==> src/rtl/cpu_mem_bridge.sv <==
// cpu_mem_bridge: turns level-held CPU rd/wr strobes into one Avalon-MM transaction and stalls the CPU until it completes.
// Optional abort timer: define CPU_MEM_BRIDGE_TIMEOUT_EN.
module cpu_mem_bridge #(
    parameter int unsigned ADDR_W         = 16,
    parameter int unsigned DATA_W         = 16,
    parameter int unsigned TIMEOUT_CYCLES = 255
) (
    input  logic              clk,
    input  logic              reset,
    input  logic [ADDR_W-1:0] i_cpu_addr,
    input  logic              i_cpu_rd,
    input  logic              i_cpu_wr,
    input  logic [DATA_W-1:0] i_cpu_wrdata,
    output logic [DATA_W-1:0] o_cpu_rddata,
    output logic              o_cpu_stall,
    output logic              o_cpu_done,
    output logic [ADDR_W-1:0] o_avm_address,
    output logic              o_avm_read,
    output logic              o_avm_write,
    output logic [DATA_W-1:0] o_avm_writedata,
    input  logic [DATA_W-1:0] i_avm_readdata,
    input  logic              i_avm_readdatavalid,
    input  logic              i_avm_waitrequest,
    output logic              o_err
);

    typedef enum logic [1:0] {S_IDLE, S_REQ, S_WAIT, S_DONE} state_t;

    state_t            r_state;
    state_t            w_next;
    logic              r_op_wr;
    logic [ADDR_W-1:0] r_addr;
    logic [DATA_W-1:0] r_wrdata;
    logic [DATA_W-1:0] r_rddata;
    logic              r_err;
    logic              w_req;
    logic              w_busy;
    logic              w_accept;
    logic              w_finish;
    logic              w_timeout;
    logic              w_abort;

    if (TIMEOUT_CYCLES < 1 || TIMEOUT_CYCLES > 65535) begin : g_bad_timeout
        $error("cpu_mem_bridge: TIMEOUT_CYCLES must be in 1..65535");
    end

    assign w_req    = i_cpu_rd | i_cpu_wr;
    assign w_busy   = (r_state == S_REQ) || (r_state == S_WAIT);
    assign w_accept = (r_state == S_REQ) && !i_avm_waitrequest;
    // A legitimate completion wins over an abort landing on the same cycle.
    assign w_finish = (w_accept && (r_op_wr || i_avm_readdatavalid)) ||
                      ((r_state == S_WAIT) && i_avm_readdatavalid);
    assign w_abort  = w_timeout && !w_finish;

`ifdef CPU_MEM_BRIDGE_TIMEOUT_EN
    localparam int unsigned CNT_W_RAW = $clog2(TIMEOUT_CYCLES + 1);
    localparam int unsigned CNT_W     = (CNT_W_RAW < 8) ? 8 : ((CNT_W_RAW > 16) ? 16 : CNT_W_RAW);

    logic [CNT_W-1:0] r_cnt;

    // Counts cycles spent in REQ+WAIT; held at zero otherwise so it is clear on REQ entry.
    always_ff @(posedge clk or negedge reset) begin
        if (!reset) begin
            r_cnt <= '0;
        end else if (w_busy) begin
            r_cnt <= r_cnt + CNT_W'(1);
        end else begin
            r_cnt <= '0;
        end
    end

    assign w_timeout = w_busy && (r_cnt == CNT_W'(TIMEOUT_CYCLES - 1));
`else
    assign w_timeout = 1'b0;
`endif

    always_ff @(posedge clk or negedge reset) begin
        if (!reset) begin
            r_state <= S_IDLE;
        end else begin
            r_state <= w_next;
        end
    end

    always_comb begin
        w_next = r_state;
        case (r_state)
            S_IDLE: if (w_req) w_next = S_REQ;
            S_REQ: begin
                if (w_finish || w_abort) begin
                    w_next = S_DONE;
                end else if (w_accept) begin
                    w_next = S_WAIT;
                end
            end
            S_WAIT: if (w_finish || w_abort) w_next = S_DONE;
            S_DONE: w_next = S_IDLE;
            default: w_next = S_IDLE;
        endcase
    end

    always_comb begin
        o_cpu_stall = 1'b0;
        o_cpu_done  = 1'b0;
        o_avm_read  = 1'b0;
        o_avm_write = 1'b0;
        case (r_state)
            S_IDLE: o_cpu_stall = w_req;
            S_REQ: begin
                o_cpu_stall = 1'b1;
                o_avm_write = r_op_wr;
                o_avm_read  = !r_op_wr;
            end
            S_WAIT: o_cpu_stall = 1'b1;
            S_DONE: o_cpu_done = 1'b1;
            default: o_cpu_stall = 1'b0;
        endcase
    end

    // Command latch; simultaneous rd+wr resolves to a write and flags an error.
    always_ff @(posedge clk or negedge reset) begin
        if (!reset) begin
            r_op_wr  <= 1'b0;
            r_addr   <= '0;
            r_wrdata <= '0;
        end else if ((r_state == S_IDLE) && w_req) begin
            r_op_wr  <= i_cpu_wr;
            r_addr   <= i_cpu_addr;
            r_wrdata <= i_cpu_wrdata;
        end
    end

    always_ff @(posedge clk or negedge reset) begin
        if (!reset) begin
            r_rddata <= '0;
        end else if (w_finish && !r_op_wr) begin
            r_rddata <= i_avm_readdata;
        end else if (w_abort && !r_op_wr) begin
            r_rddata <= DATA_W'(16'hDEAD);
        end
    end

    always_ff @(posedge clk or negedge reset) begin
        if (!reset) begin
            r_err <= 1'b0;
        end else if (((r_state == S_IDLE) && i_cpu_rd && i_cpu_wr) || w_abort) begin
            r_err <= 1'b1;
        end
    end

    assign o_cpu_rddata    = r_rddata;
    assign o_avm_address   = r_addr;
    assign o_avm_writedata = r_wrdata;
    assign o_err           = r_err;

endmodule

==> config.mk <==
export PLATFORM = sky130hd
export DESIGN_NAME = cpu_mem_bridge
export DESIGN_NICKNAME = d
export VERILOG_FILES = /design/src/rtl/cpu_mem_bridge.sv
export SDC_FILE = /design/constraint.sdc
export NUM_CORES = 1
export LEC_CHECK = 0
export BUFFER_PORTS_ARGS = -buffer_cell sky130_fd_sc_hd__buf_4
export CAP_MARGIN = 40
export CORE_MARGIN = 2
export CORE_UTILIZATION = 25
export CTS_BUF_LIST = sky130_fd_sc_hd__clkbuf_2
export DETAILED_ROUTE_END_ITERATION = 8
export GPL_ROUTABILITY_DRIVEN = 0
export PLACE_DENSITY = 0.61
export SYNTH_ARGS = -nofsm -noshare
export SYNTH_HDL_FRONTEND = slang
export SYNTH_SLANG_ARGS = --single-unit
==> constraint.sdc <==
create_clock -name clk -period 2.35 [get_ports clk]
set_clock_uncertainty 0.15 [all_clocks]
set_input_delay 0.47 -clock clk [delete_from_list [all_inputs] [get_ports clk]]
set_output_delay 0.47 -clock clk [all_outputs]
set_load 0.005 [all_outputs]
==> flow_metrics.tcl, run 1 <==
set metrics [dict create \
    outcome "completed" \
    synthXorXnorAreaFrac_pct 0 \
    yosys.area_share.simple_pct 2.659 \
    final.min_clock_period_ns 2.203 \
    hold_path_class "input pin to flip-flop" \
    antenna_left 0 \
    antenna_found_initial 0 \
    initial_utilization_pct 26.08 \
    synth_seq_cells 52 \
    pwr_density_cell_nw_per_um2 1263 \
    nets 309 \
    cts_tree "built" \
    first_iter_violations 31 \
    dp_slack_ns 0.3516 \
    ys_warn_count 0 \
    slew_headroom_pct 55.61 \
    numCtsBuffers 5 \
    p_total_mw 4.003 \
    htree_levels 2 \
    setup_viol 0 \
    clockBufferDepth 2 \
    cts_root_buf "clkbuf_2" \
    clkSlewWorstSetupHoldPaths_ns 0.26 \
    rsz0062_at_grt "false" \
    synth_top_cell_by_area "dfrtp_1" \
    syn-num-nets 195 \
    route.detailed.wl_per_inst_um 13.13 \
    ys_types 23 \
    synthTopCellsByArea "dfrtp_1 60%, mux2_2 20%, mux2_4 6.9%" \
    drv_cap 0 \
    setup_tns_ns 0 \
    required_ns 1.73 \
    async_flop_share_pct 100.0 \
    cp_slowest_cell "dfrtp_2" \
    cp_cell_sequence "inv_1 > ha_4 > o21ai_4 > a21oi_1 > buf_4" \
    finalWorstSetupSlack_ns 0.1469 \
    crit_family "flip-flops" \
    cp_num_buf_inv 2 \
    vias_per_cell 4.247 \
    syn_area_um2 2165 \
    dpl.hpwl_mm 3.332 \
    max_stage_delay_ns 0.49 \
    synth_edf_count 0 \
    grt_max_degree 53 \
    tightest_slew_ns 0.6659 \
    die-area_um2 9419 \
    synth_fa_ha_area_share_pct 2.890 \
    critical_path_peak_fanout 5 \
    port_buffers 106 \
    die_h_um 97.05 \
    synthCells 136 \
    hold_viol 0 \
    critPathCaptureType "primary output" \
    core_um2 8299 \
    syn_area_per_cell_um2 15.92 \
    multi_input_area_um2 815.8 \
    synth_top_family_by_area "multiplexers" \
    holdWs_ns 0.1034 \
    finalWirelength_mm 4.675 \
    register_area_um2 1303 \
    die_w_um 97.05 \
    drive_gt1_share_pct 69.32 \
    synth_top_area_share_pct 60.12 \
    fp-row-count 33 \
    startpoint_type "flip-flop" \
    drv_slew 0 \
    critPathKind "flip-flop to primary output" \
    num_antenna_cells 0 \
    first_pass_iters 3 \
    via_count 1512 \
    cts_sinks 52 \
    grt_pass1_vias 1642 \
    grt_use_total_pct 10.11 \
    max_freq_mhz 453.9 \
    synthFlopType "dfrtp_1" \
    grt_pass1_wl_mm 7.914 \
    peakVddDrop_mv 0.4972 \
    synth_mux_area_share_pct 27.69 \
    nFillCells 804 \
    finalCritPeriodShare_pct 93.75 \
    area_growth_pct 46.42 \
    drt_drc_violations_left 0 \
    clk_latency_ns 0.41 \
    grt-ovfl-total 0 \
    arrival_ns 1.58 \
    synth_compound_area_share_pct 3.526 \
    ys_seq_area_share_pct 60.12 \
    leakage_nw 1.557 \
    ioPinCount 107 \
]
## per-stage QoR
step                      util (%)  cells  instance area, um2
after floorplan                  -    136                2165
after global placement       36.94    345                3065
after detailed placement     36.94    345                3065
after CTS                    37.87    354                3143
after global routing         38.19    356                3169
final                        38.19    356                3169
## cell type report
cell class / instances / share of cell area, %
inverters: 5 / 0.5922
multi-input cells: 75 / 25.74
well taps: 105 / 4.145
clock buffers: 6 / 0.9475
repair buffers: 111 / 26.37
flip-flops and latches: 52 / 41.10
clock inverters: 2 / 1.105
## cell families after synthesis
logic type / count (synthesis)
AND/OR/NAND/NOR: 10
buffers and inverters: 9
multiplexers: 50
adder cells (fa/ha/maj): 5
AO/OA/AOI/OAI: 10
flip-flops: 52
## routing by layer
metal / track usage, % / wire, um / vias to the layer above
li1: - / - / 701
met1: 12.60 / 2032 / 736
met2: 16.40 / 2170 / 71
met3: 4.245 / 442 / 4
met4: 2.275 / 30 / 0
met5: 0 / 0 / -
## cell usage after synthesis, types with 2 or more instances
cell type	count
a21oi_1	2
ha_1	5
mux2_2	39
o21ai_0	2
mux2_4	10
nand2_1	4
inv_1	5
buf_6	3
dfrtp_1	52
## final timing paths
| check | cells past startpoint | endpoint | startpoint | slack, ns |
|---|---|---|---|---|
| max | 5 | o_cpu_stall | r_state[0] | 0.15 |
| min | 2 | o_avm_address[11] | i_cpu_addr[11] | 0.10 |
| max reg2reg | 6 | o_cpu_rddata[4] | r_state[0] | 0.35 |
| min reg2reg | 1 | o_err | o_err | 0.36 |
| max in group asynchronous | 2 | r_state[0] | reset | 1.15 |
| min in group asynchronous | 2 | r_op_wr | reset | 0.44 |
## worst register-to-register path, delay by kind of cell, from the launching register on
family                   cells  cell delay (ns)
buffers and inverters        2             0.42
flip-flops                   1             0.49
multiplexers                 1             0.38
adder cells (fa/ha/maj)      1             0.24
AND/OR/NAND/NOR              1             0.15
AO/OA/AOI/OAI                1             0.10
## sequential cells by signal (all words and copies together), names as in the netlist
name,cells
o_avm_writedata,16
r_op_wr,1
o_cpu_rddata,16
r_state,2
o_avm_address,16
o_err,1
## report_power, final
| group | total, mW | internal, mW | switching, mW | leakage (nW) |
|---|---|---|---|---|
| logic | 1.93 | 1.27 | 0.659 | 0.903 |
| clock network | 0.468 | 0.183 | 0.285 | 0.0430 |
| registers | 1.61 | 1.35 | 0.256 | 0.611 |
| total | 4.00 | 2.80 | 1.20 | 1.56 |
## placed cells by master (no fill, tap or decap), drive strengths merged
cell / instances
nand3: 1
nor2b: 3
a41oi: 1
nor3: 1
mux2: 49
ha: 5
a31o: 1
dfrtp: 52
nor2: 1
bufinv: 1
buf: 110
nand2: 4
mux2i: 1
dlygate4sd3: 1
o21ai: 5
a22o: 1
inv: 5
clkbuf: 6
a21oi: 2
clkinv: 1
## repair_timing
action,CTS,global route
hold buffers,1,0
gates resized for setup,1,2
setup endpoints to repair,1,1
buffers inserted,0,2
hold endpoints to repair,52,0
Note: power is estimated with default switching activity, not from simulation.
==> inputs of run 2 (changes only) <==
Settings changed: CORE_UTILIZATION 25 to 47, PLACE_DENSITY 0.61 to 0.94.
==> flow_metrics.tcl, run 2 (synthesis gave the netlist of run 1 again) <==
set metrics [dict create \
    nFillCells 330 \
    rsz0062_at_grt "false" \
    numCtsBuffers 5 \
    nets 311 \
    via_count 1492 \
    layout.cells.most_common_list "112 x buf_4, 51 x dfrtp_1, 39 x mux2_2, 10 x mux2_4" \
    drv_slew 0 \
    drt_drc_violations_left 0 \
    grt_pass1_wl_mm 6.989 \
    clkSlewWorstSetupHoldPaths_ns 0.28 \
    cts_tree "built" \
    antenna_left 0 \
    hold_viol 0 \
    initial_utilization_pct 49.37 \
    startpoint_type "flip-flop" \
    place_area_um2 2999 \
    hold_path_class "input pin to flip-flop" \
    power_switching_mw 1.220 \
    netSwitchingFraction_pct 30.13 \
    critical_path_peak_fanout 5 \
    clockBufferDepth 2 \
    stdcell_area_um2 3127 \
    vias_per_cell 4.892 \
    cts_root_buf "clkbuf_2" \
    first_pass_iters 4 \
    cts_sinks 52 \
    drv_cap 0 \
    finalCritPeriodShare_pct 95.43 \
    fp-row-count 24 \
    critPathCaptureType "primary output" \
    die_w_um 71.87 \
    htree_levels 2 \
    setup_viol 0 \
    die_h_um 71.87 \
    first_iter_violations 53 \
    finalWirelength_mm 4.433 \
    dpl.hpwl_mm 3.312 \
    slew_headroom_pct 57.96 \
    clk_latency_ns 0.41 \
    critPathKind "flip-flop to primary output" \
    grt_pass1_vias 1509 \
    route.detailed.wl_per_inst_um 14.53 \
    final.min_clock_period_ns 2.243 \
    area_growth_pct 44.45 \
    ioPinCount 107 \
    leakage_nw 1.562 \
    die-area_um2 5165 \
    grt-ovfl-total 0 \
    pwr_density_cell_nw_per_um2 1296 \
    antenna_found_initial 0 \
    setup_tns_ns 0 \
    outcome "completed" \
    p_clk_share_pct 11.4 \
    sequentialPowerShare_pct 39.8 \
    core_um2 4384 \
    num_antenna_cells 0 \
    grt_use_total_pct 17.07 \
    combPwrFrac_pct 48.8 \
    grt_max_degree 53 \
    drive_gt1_share_pct 69.96 \
    port_buffers 106 \
    required_ns 1.73 \
    internal_power_mw 2.831 \
    max_freq_mhz 445.9 \
    peakVddDrop_mv 0.6028 \
    arrival_ns 1.62 \
    tightest_slew_ns 0.6306 \
    layout_commonest_cell "buf_4" \
]
run 2: worst max-delay path, stage by stage (launching register included):
cell and delay, ns:
dfrtp_1 0.49, inv_1 0.18, ha_2 0.26, nor2b_1 0.15, buf_4 0.12
run 2: final cells by class:
cell class | count | area, um2 | share of cell area (%)
sequential | 52 | 1303 | 41.66
timing repair buffer | 113 | 850.8 | 27.21
multi-input combinational | 75 | 818.3 | 26.17
tap | 52 | 65.06 | 2.081
clock inverter | 3 | 46.29 | 1.481
clock buffer | 5 | 25.02 | 0.8003
inverter | 5 | 18.77 | 0.6002
run 2: path summary, 6_finish.rpt:
kind                            slack, ns          endpoint  cells past startpoint           from
worst min register to register       0.35             o_err                      1          o_err
worst min-delay path                 0.09  o_avm_address[6]                      2  i_cpu_addr[6]
worst max-delay path                 0.11        o_avm_read                      4     r_state[1]
max in group asynchronous            1.18        r_state[0]                      2          reset
worst max register to register       0.35   o_cpu_rddata[3]                      6     r_state[1]
min in group asynchronous            0.41  o_cpu_rddata[10]                      2          reset
run 2: per-stage QoR:
step / power [mW] / setup slack [ns] / util [%] / hold slack [ns] / std cells
6_report: 4.051 / 0.1074 / 71.32 / 0.09047 / 305
2_1_floorplan: 2.587 / 0.5461 / - / 0.02441 / 136
3_5_place_dp: 3.547 / 0.3745 / 68.41 / 0.3050 / 292
4_1_cts: 4.012 / 0.03962 / 70.32 / 0.06655 / 301
3_3_place_gp: 3.467 / 0.4536 / 68.41 / 0.3101 / 292
5_1_grt: 4.335 / 0.0004530 / 71.32 / 0.03090 / 305
run 2: per-layer routing:
layer | vias up | global-route usage, % | share of wire (%)
met5 | - | 0 | 0
met4 | 0 | 6.289 | 1.1
met3 | 5 | 3.235 | 7.3
met2 | 65 | 30.45 | 53
met1 | 719 | 20.51 | 38
li1 | 703 | - | -
run 2: power groups by stage:
stage | Combinational [mW] | Clock [mW] | Sequential, mW
after global routing | 2.14 | 0.519 | 1.67
after detailed placement | 1.91 | 0 | 1.63
after CTS | 1.93 | 0.478 | 1.61
after global placement | 1.86 | 0 | 1.60
final | 1.98 | 0.463 | 1.61
after floorplan | 0.950 | 0 | 1.64
run 2: repair_timing:
item | 4_1_cts | 5_1_grt
endpoints found under the hold margin | 52 | 0
setup buffers | 0 | 4
gates resized for setup | 1 | 3
hold buffers | 1 | 0
setup endpoints to repair | 1 | 3
==> inputs of run 3 (changes only) <==
Settings changed: SETUP_SLACK_MARGIN set to 0.2.
==> flow_metrics.tcl, run 3 (synthesis gave the netlist of run 1 again) <==
set metrics [dict create \
    outcome "completed" \
    reg2reg_depth 5 \
    max_freq_mhz 474.5 \
    ioPinCount 107 \
    tightest_slew_ns 0.6412 \
    route.detailed.wl_per_inst_um 14.53 \
    final.min_clock_period_ns 2.108 \
    die_w_um 71.87 \
    clkSlewWorstSetupHoldPaths_ns 0.28 \
    initial_utilization_pct 49.37 \
    finalWorstSetupSlack_ns 0.2424 \
    cts_tree "built" \
    first_iter_violations 61 \
    grt_max_degree 53 \
    finalWirelength_mm 4.445 \
    num_antenna_cells 0 \
    nets 312 \
    layout.cells.most_common_list "112 x buf_4, 52 x dfrtp_1, 39 x mux2_2, 10 x mux2_4, 5 x clkbuf_2" \
    peakVddDrop_mv 0.6239 \
    drv_slew 0 \
    cts_root_buf "clkbuf_2" \
    area_growth_pct 45.78 \
    critPathKind "flip-flop to primary output" \
    setup_viol 0 \
    finalCritPeriodShare_pct 89.68 \
    grt_pass1_vias 1487 \
    holdWs_ns 0.08789 \
    slew_headroom_pct 57.25 \
    required_ns 1.73 \
    core_um2 4384 \
    leakage_nw 1.566 \
    pwr_density_cell_nw_per_um2 1306 \
    hold_path_class "input pin to flip-flop" \
    grt_pass1_wl_mm 7.086 \
    drv_cap 0 \
    critPathCaptureType "primary output" \
    cts_sinks 52 \
    nFillCells 324 \
    multi_input_area_um2 837.1 \
    antenna_found_initial 0 \
    drt_drc_violations_left 0 \
    register_area_um2 1301 \
    grt-ovfl-total 0 \
    htree_levels 2 \
    dp_slack_ns 0.3745 \
    drive_gt1_share_pct 72.05 \
    first_pass_iters 2 \
    die-area_um2 5165 \
    post-route-util_pct 71.97 \
    hold_viol 0 \
    p_total_mw 4.121 \
    fp-row-count 24 \
    antenna_left 0 \
    arrival_ns 1.49 \
    grt_use_total_pct 17.36 \
    clockBufferDepth 2 \
    setup_tns_ns 0 \
    r2r_slack_ns 0.43 \
    rsz0062_at_grt "true" \
    layout_commonest_cell "buf_4" \
    numCtsBuffers 5 \
    startpoint_type "flip-flop" \
    port_buffers 106 \
    dpl.hpwl_mm 3.312 \
    hold_depth 2 \
    clk_latency_ns 0.42 \
    vias_per_cell 4.810 \
    via_count 1472 \
    critical_path_peak_fanout 3 \
    die_h_um 71.87 \
]
[run 3: repair_timing]
item | CTS | global route
hold buffers | 1 | 0
buffers inserted | 3 | 2
setup endpoints to repair | 3 | 3
resized for setup | 3 | 8
hold endpoints to repair | 52 | 0
pin swaps | 0 | 2
gates cloned | 0 | 0
[run 3: worst max-delay path, cell delays in order (launching register included)]
cell	delay, ns
dfrtp_1	0.45
inv_2	0.08
ha_4	0.27
inv_2	0.03
a21oi_2	0.12
buf_4	0.12
[run 3: layout make-up]
type | count | share of cell area (%)
clock buffers | 5 | 0.7930
clock inverters | 3 | 1.467
inverters | 5 | 0.5948
multi-input cells | 75 | 26.53
flip-flops and latches | 52 | 41.24
well taps | 52 | 2.062
repair buffers | 114 | 27.32
[run 3: worst paths after layout]
| path | startpoint | to |
|---|---|---|
| setup / recovery | r_state[0] | o_cpu_stall |
| hold / removal | i_cpu_wrdata[15] | o_avm_writedata[15] |
| setup reg to reg | r_state[1] | o_cpu_rddata[3] |
| hold reg to reg | o_err | o_err |
| max in group asynchronous | reset | o_avm_writedata[8] |
| min in group asynchronous | reset | o_avm_address[10] |
[run 3: per-layer routing]
| layer | routed length, um | vias up | track usage [%] | share of wire [%] |
|---|---|---|---|---|
| met4 | 43 | 0 | 6.289 | 0.97 |
| met5 | 0 | - | 0 | 0 |
| li1 | - | 704 | - | - |
| met2 | 2309 | 62 | 29.63 | 52 |
| met1 | 1774 | 702 | 22.18 | 40 |
| met3 | 317 | 4 | 3.235 | 7.1 |
[run 3: report_power, final]
part	total (mW)	internal [mW]	switching (mW)
clock	0.467	0.183	0.284
sequential	1.60	1.35	0.251
combinational	2.05	1.34	0.717
total	4.12	2.87	1.25
[run 3: through the flow]
stage,area (um2),cells
global route,3156,306
CTS,3118,304
finish,3156,306
detailed placement,2999,292
global placement,2999,292
floorplan,2165,136
